### src/rtl/uart_tx_reporter.sv
// rtl/uart_tx_reporter.sv - buffered 8N1 UART transmitter with byte FIFO
// One clk period is one bit time; frames go out back-to-back while bytes are queued.
module uart_tx_reporter #(
  parameter int DEPTH     = 8,
  parameter int STOP_BITS = 1
) (
  input  logic                     clk,
  input  logic                     reset,
  input  logic                     wr_en,
  input  logic [7:0]               wr_data,
  output logic                     full,
  output logic                     empty,
  output logic [$clog2(DEPTH):0]   level,
  output logic                     overflow,
  output logic                     busy,
  output logic                     Tx
);

  localparam int AW = $clog2(DEPTH);
  localparam logic [AW:0] LVL_FULL = (AW+1)'(DEPTH);
  localparam logic [1:0]  STOP_L   = 2'(STOP_BITS);

  localparam logic [1:0] ST_IDLE = 2'd0;
  localparam logic [1:0] ST_DATA = 2'd1;
  localparam logic [1:0] ST_STOP = 2'd2;

  logic [7:0]    fifo_mem [DEPTH];
  logic [AW-1:0] wr_ptr_q, wr_ptr_d, rd_ptr_q, rd_ptr_d;
  logic [AW:0]   level_q, level_d;
  logic          overflow_q, overflow_d;
  logic [1:0]    state_q, state_d;
  logic [7:0]    shift_q, shift_d;
  logic [3:0]    bit_cnt_q, bit_cnt_d;
  logic [1:0]    stop_cnt_q, stop_cnt_d;
  logic          tx_q, tx_d;
  logic          busy_q, busy_d;
  logic          push, pop;

  assign full     = (level_q == LVL_FULL);
  assign empty    = (level_q == '0);
  assign level    = level_q;
  assign overflow = overflow_q;
  assign busy     = busy_q;
  assign Tx       = tx_q;
  assign push     = wr_en && !full;

  always_comb begin
    state_d    = state_q;
    shift_d    = shift_q;
    bit_cnt_d  = bit_cnt_q;
    stop_cnt_d = stop_cnt_q;
    tx_d       = tx_q;
    busy_d     = busy_q;
    rd_ptr_d   = rd_ptr_q;
    wr_ptr_d   = wr_ptr_q;
    level_d    = level_q;
    pop        = 1'b0;

    case (state_q)
      ST_IDLE: begin
        tx_d   = 1'b1;
        busy_d = 1'b0;
        pop    = !empty;
      end
      ST_DATA: begin
        if (bit_cnt_q != 4'd8) begin
          tx_d      = shift_q[0];
          shift_d   = {1'b0, shift_q[7:1]};
          bit_cnt_d = bit_cnt_q + 4'd1;
        end else begin
          tx_d       = 1'b1;
          state_d    = ST_STOP;
          stop_cnt_d = 2'd1;
        end
      end
      ST_STOP: begin
        if (stop_cnt_q != STOP_L) begin
          tx_d       = 1'b1;
          stop_cnt_d = stop_cnt_q + 2'd1;
        end else if (!empty) begin
          pop = 1'b1;
        end else begin
          state_d = ST_IDLE;
          tx_d    = 1'b1;
          busy_d  = 1'b0;
        end
      end
      default: begin
        state_d = ST_IDLE;
        tx_d    = 1'b1;
        busy_d  = 1'b0;
      end
    endcase

    // Loading a byte always emits the start bit, from IDLE or straight out of STOP.
    if (pop) begin
      shift_d   = fifo_mem[rd_ptr_q];
      tx_d      = 1'b0;
      busy_d    = 1'b1;
      state_d   = ST_DATA;
      bit_cnt_d = 4'd0;
      rd_ptr_d  = rd_ptr_q + AW'(1);
    end

    if (push) wr_ptr_d = wr_ptr_q + AW'(1);

    case ({push, pop})
      2'b10:   level_d = level_q + (AW+1)'(1);
      2'b01:   level_d = level_q - (AW+1)'(1);
      default: level_d = level_q;
    endcase

    overflow_d = overflow_q | (wr_en & full);
  end

  always_ff @(posedge clk) begin
    if (reset) begin
      state_q    <= ST_IDLE;
      shift_q    <= 8'd0;
      bit_cnt_q  <= 4'd0;
      stop_cnt_q <= 2'd0;
      tx_q       <= 1'b1;
      busy_q     <= 1'b0;
      rd_ptr_q   <= '0;
      wr_ptr_q   <= '0;
      level_q    <= '0;
      overflow_q <= 1'b0;
    end else begin
      state_q    <= state_d;
      shift_q    <= shift_d;
      bit_cnt_q  <= bit_cnt_d;
      stop_cnt_q <= stop_cnt_d;
      tx_q       <= tx_d;
      busy_q     <= busy_d;
      rd_ptr_q   <= rd_ptr_d;
      wr_ptr_q   <= wr_ptr_d;
      level_q    <= level_d;
      overflow_q <= overflow_d;
    end
  end

  // Storage is not reset: clearing the pointers and level discards queued bytes.
  always_ff @(posedge clk) begin
    if (!reset && push) fifo_mem[wr_ptr_q] <= wr_data;
  end

endmodule

### config.mk
export PLATFORM = sky130hd
export DESIGN_NAME = uart_tx_reporter
export DESIGN_NICKNAME = d
export VERILOG_FILES = /design/src/rtl/uart_tx_reporter.sv
export SDC_FILE = /design/constraint.sdc
export NUM_CORES = 1
export LEC_CHECK = 0
export CAP_MARGIN = 20
export CORE_MARGIN = 1
export CORE_UTILIZATION = 40
export CTS_CLUSTER_SIZE = 12
export DETAILED_ROUTE_END_ITERATION = 8
export GPL_ROUTABILITY_DRIVEN = 0
export PLACE_DENSITY_LB_ADDON = 0.1
export REMOVE_ABC_BUFFERS = 1
export SLEW_MARGIN = 20
export SYNTH_ARGS = -nofsm -noshare
export SYNTH_HDL_FRONTEND = slang
export SYNTH_SLANG_ARGS = --single-unit
### constraint.sdc
create_clock -name clk -period 7.5 [get_ports clk]
set_input_delay 1.5 -clock clk [delete_from_list [all_inputs] [get_ports clk]]
set_output_delay 1.5 -clock clk [all_outputs]
set_load 0.02 [all_outputs]
Word-level counts from Yosys, hierarchy flattened
Memory sizes are Yosys's and may differ from the RTL's. A register that Yosys moved wholly into a read port is not among the register bits.
Cells that the tools add are included.
- memories kept: 1
- memory bits (writable): 64
- word-level logic and storage cells: 84
- bits in read-only memories: 0
- output and inout port bits: 9
- register bits: 29
- latch bits: 0
- bits of input ports: 11
- mux-type cells: 28
- div/mod/pow operators: 0
- reduce and logical (&&, ||, !) cells: 18
- $lt $le $gt $ge: 0
- bitwise operators: 3
- equal/unequal tests: 17
- multiply operators: 0
- shifts and indexed selects: 0
- add/subtract/negate cells: 6
- memory list (memory ; depth ; width ; read ports ; clocked after memory_dff ; wr ports ; line ; text):
    fifo_mem ; 8 ; 8 ; 1 ; 1 ; 1 ; 27 ; logic [7:0] fifo_mem [DEPTH];
- operators by type and width (cell ; number):
    $mux 8 ; 3
    $mux 1 ; 12
    $ne 2x2->1 const B ; 6
    $mux 2 ; 5
    $ne 3x3->1 const B ; 3
    $add 4x1->4 const B ; 2
    $ne 4x4->1 const B ; 2
    $pmux 4 s2 ; 1
    $reduce_and 4->1 ; 2
    $reduce_bool 2->1 ; 4
    $add 3x1->3 const B ; 2
    $mux 3 ; 2
    $pmux 1 s2 ; 3
    $pmux 2 s3 ; 1
    $reduce_and 3->1 ; 2
    $eq 2x1->1 const B ; 2
    $eq 2x2->1 const B ; 2
    $eq 4x4->1 const B ; 1
    $logic_not 4->1 ; 1
    $pmux 2 s2 ; 1
    $reduce_and 2->1 ; 2
    $sub 4x1->4 const B ; 1
    $logic_not 1->1 ; 3
    $add 2x1->2 const B ; 1
    other kinds (7) ; 8

Longest topological paths before layout
Gate-level depths: netlist of run 1.
- word-level depth: 6
- mapped depth: 13
- gate-level depth less buffers: 12

Worst setup path after synthesis of run 1
OpenSTA, ideal clock, no wires.
- path kind: input -> register
- start point: input port reset
- end point: memory fifo_mem[2][0] (enable)
- library setup time: 0.383 ns
- arrival time: 2.607 ns
- data required time: 7.117 ns
- path buffers: 2
- path slack: 4.509 ns
- stages: 5
- path through: clkbuf_1 > clkbuf_1 > nor2_1 > nand2_1 > nor3_1
- longest elaborated chain between the ends: 4
- RTL lines (item ; line ; text):
    start, declared ; 8 ; input logic reset,
    $logic_not 1->1 ; 144 ; if (!reset && push) fifo_mem[wr_ptr_q] <= wr_data;
    $logic_and 1x1->1 ; 144 ;
    $mux 1 ; 144 ;
    $mux 1 (not written as such) ; 144 ;
    end, declared ; 27 ;
No other way between the ends.

Worst setup path after layout of run 1
- start point: register level_q[0] (netlist: level[0])
- end point: output port full
- longest elaborated chain between the ends: 1
- RTL lines (item ; line ; text):
    start, declared ; 29 ; logic [AW:0] level_q, level_d;
    start signal, assigned ; 137 ; level_q <= level_d;
    $eq 4x4->1 ; 39 ; assign full = (level_q == LVL_FULL);
    end, declared ; 11 ; output logic full,
No other way between the ends.

==> results of run 1 <==
==> sequential cells by signal, indices dropped and copies added, names as in the netlist, named ones only <==
name and cells:
Tx 1, busy 1, level 4, bit_cnt_q 4
state_q 2, stop_cnt_q 2, rd_ptr_q 3, shift_q 8
overflow 1, fifo_mem 64, wr_ptr_q 3
==> final cells by class <==
| type | count | area (um^2) | area share [%] |
|---|---|---|---|
| clock buffer | 12 | 156 | 3.48 |
| inverter | 6 | 27.5 | 0.613 |
| sequential | 96 | 2560 | 57.0 |
| timing repair buffer | 24 | 228 | 5.07 |
| multi-input combinational | 162 | 1300 | 29.0 |
| tap | 133 | 166 | 3.70 |
| clock inverter | 4 | 51.3 | 1.14 |
==> power breakdown <==
group	internal (mW)	switching [mW]	leakage, nW
Sequential	0.618	0.0487	0.840
Clock	0.175	0.174	0.0983
Combinational	0.209	0.265	0.536
==> layer usage <==
layer	up-vias	GRT usage [%]
met5	-	0
met4	0	7.25
met3	13	3.01
met2	30	25.1
met1	1088	22.0
li1	1087	-
==> worst max-delay path: stages (launching register included) <==
cell and delay [ps]:
dfxtp_1 420, or4b_1 690, inv_1 120, clkdlybuf4s50_1 610
==> cell families after synthesis <==
| kind of cell | after synthesis |
|---|---|
| AOI/OAI and AO/OA | 48 |
| xor gates and xnor gates | 8 |
| buffers and inverters | 22 |
| adders and majority gates | 8 |
| muxes | 29 |
| and+or+nand+nor | 69 |
| DFF | 96 |
==> synthesized netlist by cell type, drive strengths merged <==
cell type | number | area, um^2
o21bai | 1 | 7.51
nand3 | 4 | 20.0
o211ai | 7 | 57.6
xnor2 | 2 | 17.5
edfxtp | 64 | 1920
nand4b | 1 | 8.76
ha | 8 | 100
mux4 | 9 | 203
buf | 9 | 72.6
clkinv | 1 | 8.76
nor3 | 9 | 45.0
o32ai | 1 | 16.3
mux2 | 2 | 22.5
nor4 | 1 | 21.3
nand2b | 5 | 31.3
nand3b | 2 | 15.0
nand2 | 8 | 37.5
a21o | 1 | 7.51
and2 | 1 | 6.26
a21oi | 11 | 55.1
inv | 5 | 18.8
a22oi | 7 | 52.6
or4b | 1 | 10.0
mux2i | 18 | 180
o21ai | 11 | 58.8
nor2 | 24 | 90.1
nor2b | 4 | 25.0
or3 | 4 | 30.0
and3b | 1 | 8.76
nand4 | 1 | 6.26
dfxtp | 32 | 641
nor3b | 3 | 22.5
clkbuf | 7 | 26.3
a211oi | 9 | 87.6
xor2 | 6 | 52.6
==> through the flow <==
stage          hold slack (ps)  power, mW  cell area, um^2
2_1_floorplan              438       1.01             3890
3_3_place_gp               450       1.15             4280
3_5_place_dp               462       1.16             4280
6_report                   474       1.49             4490
5_1_grt                    499       1.58             4490
4_1_cts                    475       1.51             4490
==> worst max path at each step <==
stage	from	endpoint	slack, ps
floorplan	wr_en	level[2]$_SDFFE_PP0P_	4650
global placement	reset	fifo_mem[0][0]$_DFFE_PP_	3750
detailed placement	reset	fifo_mem[0][3]$_DFFE_PP_	3770
CTS	level[0]$_SDFFE_PP0P_	full	3780
global route	level[0]$_SDFFE_PP0P_	full	3710
finish	level[0]$_SDFFE_PP0P_	full	3810
==> results.json, run 1 <==
{
  "status": "finished clean",
  "cp_max_fo": 8,
  "post_synth.cell_area_avg_um2": 14.2,
  "r2r-start": "level[0]$_SDFFE_PP0P_",
  "gr-total-overflow": 0,
  "max-slew-margin-rel_pct": 35.3,
  "clockBufferDepth": 2,
  "layout_common_cells": "64 x edfxtp_1, 32 x dfxtp_1, 24 x nor2_1",
  "drt_iter0_drc": 138,
  "wl_per_cell_um": 16.9,
  "fin_crit_sh_pct": 49.2,
  "totalWireLength_um": 7410,
  "p_per_area_mw_per_mm2": 332,
  "tritoncts": "done",
  "drt_pass1_iterations": 4,
  "start_util_pct": 41.0,
  "dieHeight_um": 102,
  "synthMuxAreaShare_pct": 10.2,
  "cts_sinks": 96,
  "rsz0062_at_grt": "false",
  "synth_area_mm2": 0.00399,
  "synth_compound_area_share_pct": 8.60,
  "finalSetupViolCount": 0,
  "critPathArrivalTime_ps": 2190,
  "dp_slack_ps": 3770,
  "synth_warnings": 0,
  "cts_setup_buffers": 0,
  "clk-insertion-delay-late_ps": 350,
  "drive_above_1_share_pct": 13.8,
  "min_from": "shift_q[7]$_SDFFE_PP0P_",
  "setup_slack_ps": 3810,
  "syn2layout_area_growth_pct": 12.7,
  "drcViolationCount": 0,
  "top_layer_used": "met4",
  "layout.nets": 318,
  "clk_pin_slew_ps": 90,
  "seq_area_frac_synth_pct": 64.3,
  "final_common_cell": "edfxtp_1",
  "post_cts_resize_count": 0,
  "wl_met1_um": 3580,
  "fin_setup_tns_ps": 0,
  "r2r_cells": 10,
  "dieWidth_um": 102,
  "cts_hold_buf": 0,
  "grt_pass1_wl_um": 12100,
  "cts_buffers": 9,
  "via_count": 2218,
  "period_minus_slack_ps": 3690,
  "synth_top_family_by_area": "multiplexers",
  "fmaxAchievable_mhz": 271,
  "path_class": "reg -> out",
  "grtUsageTotal_pct": 16.1,
  "critical_path_required_ps": 6000,
  "ios": 20,
  "nFillCells": 914,
  "hold_viol_final": 0,
  "worstMarginPinSlew_ps": 967,
  "hold_path_end": "shift_q[7]$_SDFFE_PP0P_",
  "netlist_instances": 280,
  "synth-xor-area-share_pct": 1.76,
  "antenna_cells": 0,
  "worstHoldPathCells": 2,
  "fin_cells": 437,
  "postLayoutCoreUtil_pct": 46.2,
  "viasPerCell": 5.08,
  "die_area_mm2": 0.0104,
  "fp-row-count": 36,
  "ir_drop_uv": 144,
  "hp-class": "reg -> reg",
  "maxCapViolations": 0,
  "h-tree-depth": 3,
  "start_kind": "register",
  "grt_max_degree": 36,
  "core_mm2": 0.00973,
  "synth-seq-cells": 96,
  "r2r_slack_ps": 4830,
  "port_buffers": 19,
  "synth_fa_ha_area_share_pct": 2.51,
  "dp.cells": 421,
  "rr_endpoint": "level[2]$_SDFFE_PP0P_",
  "p_leak_nw": 1.47,
  "grt_pass1_vias": 2179,
  "antenna_found_initial": 0,
  "postRouteAntennaNets": 0,
  "dr_wl_met2_um": 3520,
  "endpoint_kind": "output port",
  "cts_root_buf": "clkbuf_8",
  "yosys.area_share.simple_pct": 9.48,
  "wl_met3_um": 168,
  "drv_slew": 0,
  "fin_skew_ps": 11.2,
  "synth.distinct_cells": 44,
  "dp_hpwl_um": 4830
}
No activity file was read; power rests on OpenSTA's default activity.
==> run 2, diff against run 1 <==
==> constraint.sdc (replaced) <==
create_clock -name clk -period 3.2 [get_ports clk]
set_input_delay 0.64 -clock clk [delete_from_list [all_inputs] [get_ports clk]]
set_output_delay 0.64 -clock clk [all_outputs]
set_load 0.02 [all_outputs]
==> run 2 against run 1 <==
Effect of this change: count of clock-buffer cells in the layout shrank 2; sequential share of layout area decreased by 0.80 points; wire length down 0.15%; hold slack got worse by 1.6 ps; worst setup slack got worse by 3400 ps; critical path depth unchanged; non-clock buffer count is 5 higher; design area up 1.4%; core utilization up 0.66 points; register-to-register slack worse by 4300 ps; combinational power rose by 130%; first-iteration DRC count is 8.7% lower; largest power group unchanged.
==> results.json, run 2 (same netlist as run 1, synthesis figures left out) <==
{
  "h-tree-depth": 3,
  "dieWidth_um": 102,
  "status": "finished clean",
  "largest_reg_flops": 64,
  "hold_ws_ps": 473,
  "fp-row-count": 36,
  "via_count": 2264,
  "endpoint_kind": "output port",
  "clk-insertion-delay-late_ps": 350,
  "fin_crit_sh_pct": 88.3,
  "cts_setup_buffers": 0,
  "start_util_pct": 41.0,
  "tritoncts": "done",
  "drt_iter0_drc": 126,
  "fin_skew_ps": 8.65,
  "drt_pass1_iterations": 6,
  "cts_root_buf": "clkbuf_8",
  "critical_path_required_ps": 2560,
  "port_buffers": 19,
  "core_mm2": 0.00973,
  "maxCapViolations": 0,
  "gr-total-overflow": 0,
  "clockBufferDepth": 2,
  "totalWireLength_um": 7390,
  "antenna_found_initial": 0,
  "final_common_cell": "edfxtp_1",
  "max-slew-margin-rel_pct": 59.7,
  "layout.nets": 323,
  "drive_above_1_share_pct": 15.5,
  "drcViolationCount": 0,
  "finalSetupViolCount": 0,
  "max_flop_register": "fifo_mem",
  "hold_viol_final": 0,
  "layout_common_cells": "64 x edfxtp_1, 32 x dfxtp_1, 24 x nor2_1",
  "ios": 20,
  "critPathArrivalTime_ps": 2190,
  "cts_sinks": 96,
  "antenna_cells": 0,
  "period_minus_slack_ps": 2830,
  "drv_slew": 0,
  "rsz0062_at_grt": "false",
  "path_class": "reg -> out",
  "dp_hpwl_um": 4660,
  "hp-class": "reg -> reg",
  "p_leak_nw": 1.52,
  "fin_setup_tns_ps": 0,
  "postRouteAntennaNets": 0,
  "clk_pin_slew_ps": 90,
  "post_cts_resize_count": 0,
  "cts_buffers": 9,
  "min_from": "shift_q[7]$_SDFFE_PP0P_",
  "syn2layout_area_growth_pct": 14.3,
  "wl_per_cell_um": 16.7,
  "grt_pass1_vias": 2200,
  "fmaxAchievable_mhz": 354,
  "crit_start": "level[0]$_SDFFE_PP0P_",
  "use_met2_pct": 25.3,
  "busiest_layer": "met2",
  "worstMarginPinSlew_ps": 604,
  "start_kind": "register",
  "p_per_area_mw_per_mm2": 784,
  "use_met3_pct": 2.67,
  "ir_drop_uv": 303,
  "cts_hold_buf": 0,
  "dieHeight_um": 102,
  "viasPerCell": 5.12,
  "grtUsageTotal_pct": 15.7,
  "grt_pass1_wl_um": 11800,
  "die_area_mm2": 0.0104,
  "use_met1_pct": 21.2,
  "r2r-start": "level[0]$_SDFFE_PP0P_",
  "grt_max_degree": 30,
  "reg_top3": "fifo_mem: 64 flops, shift_q: 8 flops",
  "cp_max_fo": 8
}
run 2: changes by cell type in the layout (fill, tap and decap cells not counted):
cell and change:
clkinvlp_4 -1, buf_4 +5, nor3_2 -1, clkinv_4 +2, nor3_1 +1, inv_4 -1, clkbuf_1 -2, bufinv_16 +1
clkinv_2 +1
run 2: per-stage QoR:
| stage | power [mW] | setup WS [ps] | std cells | area (um^2) | util [%] |
|---|---|---|---|---|---|
| 6_report | 3.57 | 375 | 442 | 4560 | 46.8 |
| 3_3_place_gp | 2.71 | 521 | 426 | 4320 | 44.4 |
| 5_1_grt | 3.79 | 291 | 442 | 4560 | 46.8 |
| 4_1_cts | 3.62 | 351 | 442 | 4560 | 46.8 |
| 2_1_floorplan | 2.38 | 551 | 264 | 3890 | - |
| 3_5_place_dp | 2.72 | 469 | 426 | 4320 | 44.4 |
run 2: routing by layer:
layer	wire length (um)	part of all wire [%]
met1	3590	48
met2	3510	48
met3	172	2.3
met4	123	1.7
met5	0	0
run 2: layout make-up:
class	instances	area [um^2]
flip-flops and latches	96	2560
clock inverters	6	90.1
multi-input cells	162	1300
fillers	889	5170
inverters	6	27.5
clock buffers	10	149
repair buffers	29	265
well taps	133	166
run 2: final timing paths:
check | endpoint | slack [ps] | cells after the start
setup / recovery | full | 370 | 3
setup reg to reg | level[2]$_SDFFE_PP0P_ | 570 | 10
hold / removal | shift_q[7]$_SDFFE_PP0P_ | 470 | 2
hold reg to reg | shift_q[7]$_SDFFE_PP0P_ | 470 | 2
run 2: critical path: stages (launching register included):
cell,delay (ps)
dfxtp_1,410
or4b_1,700
inv_1,120
clkdlybuf4s50_1,610
run 2: where the power goes:
group          leakage (nW)  switching [mW]  internal, mW  total (mW)
combinational         0.561           0.611         0.492        1.10
sequential            0.840           0.116          1.45        1.56
clock                 0.118           0.417         0.489       0.906
total                  1.52            1.14          2.43        3.57
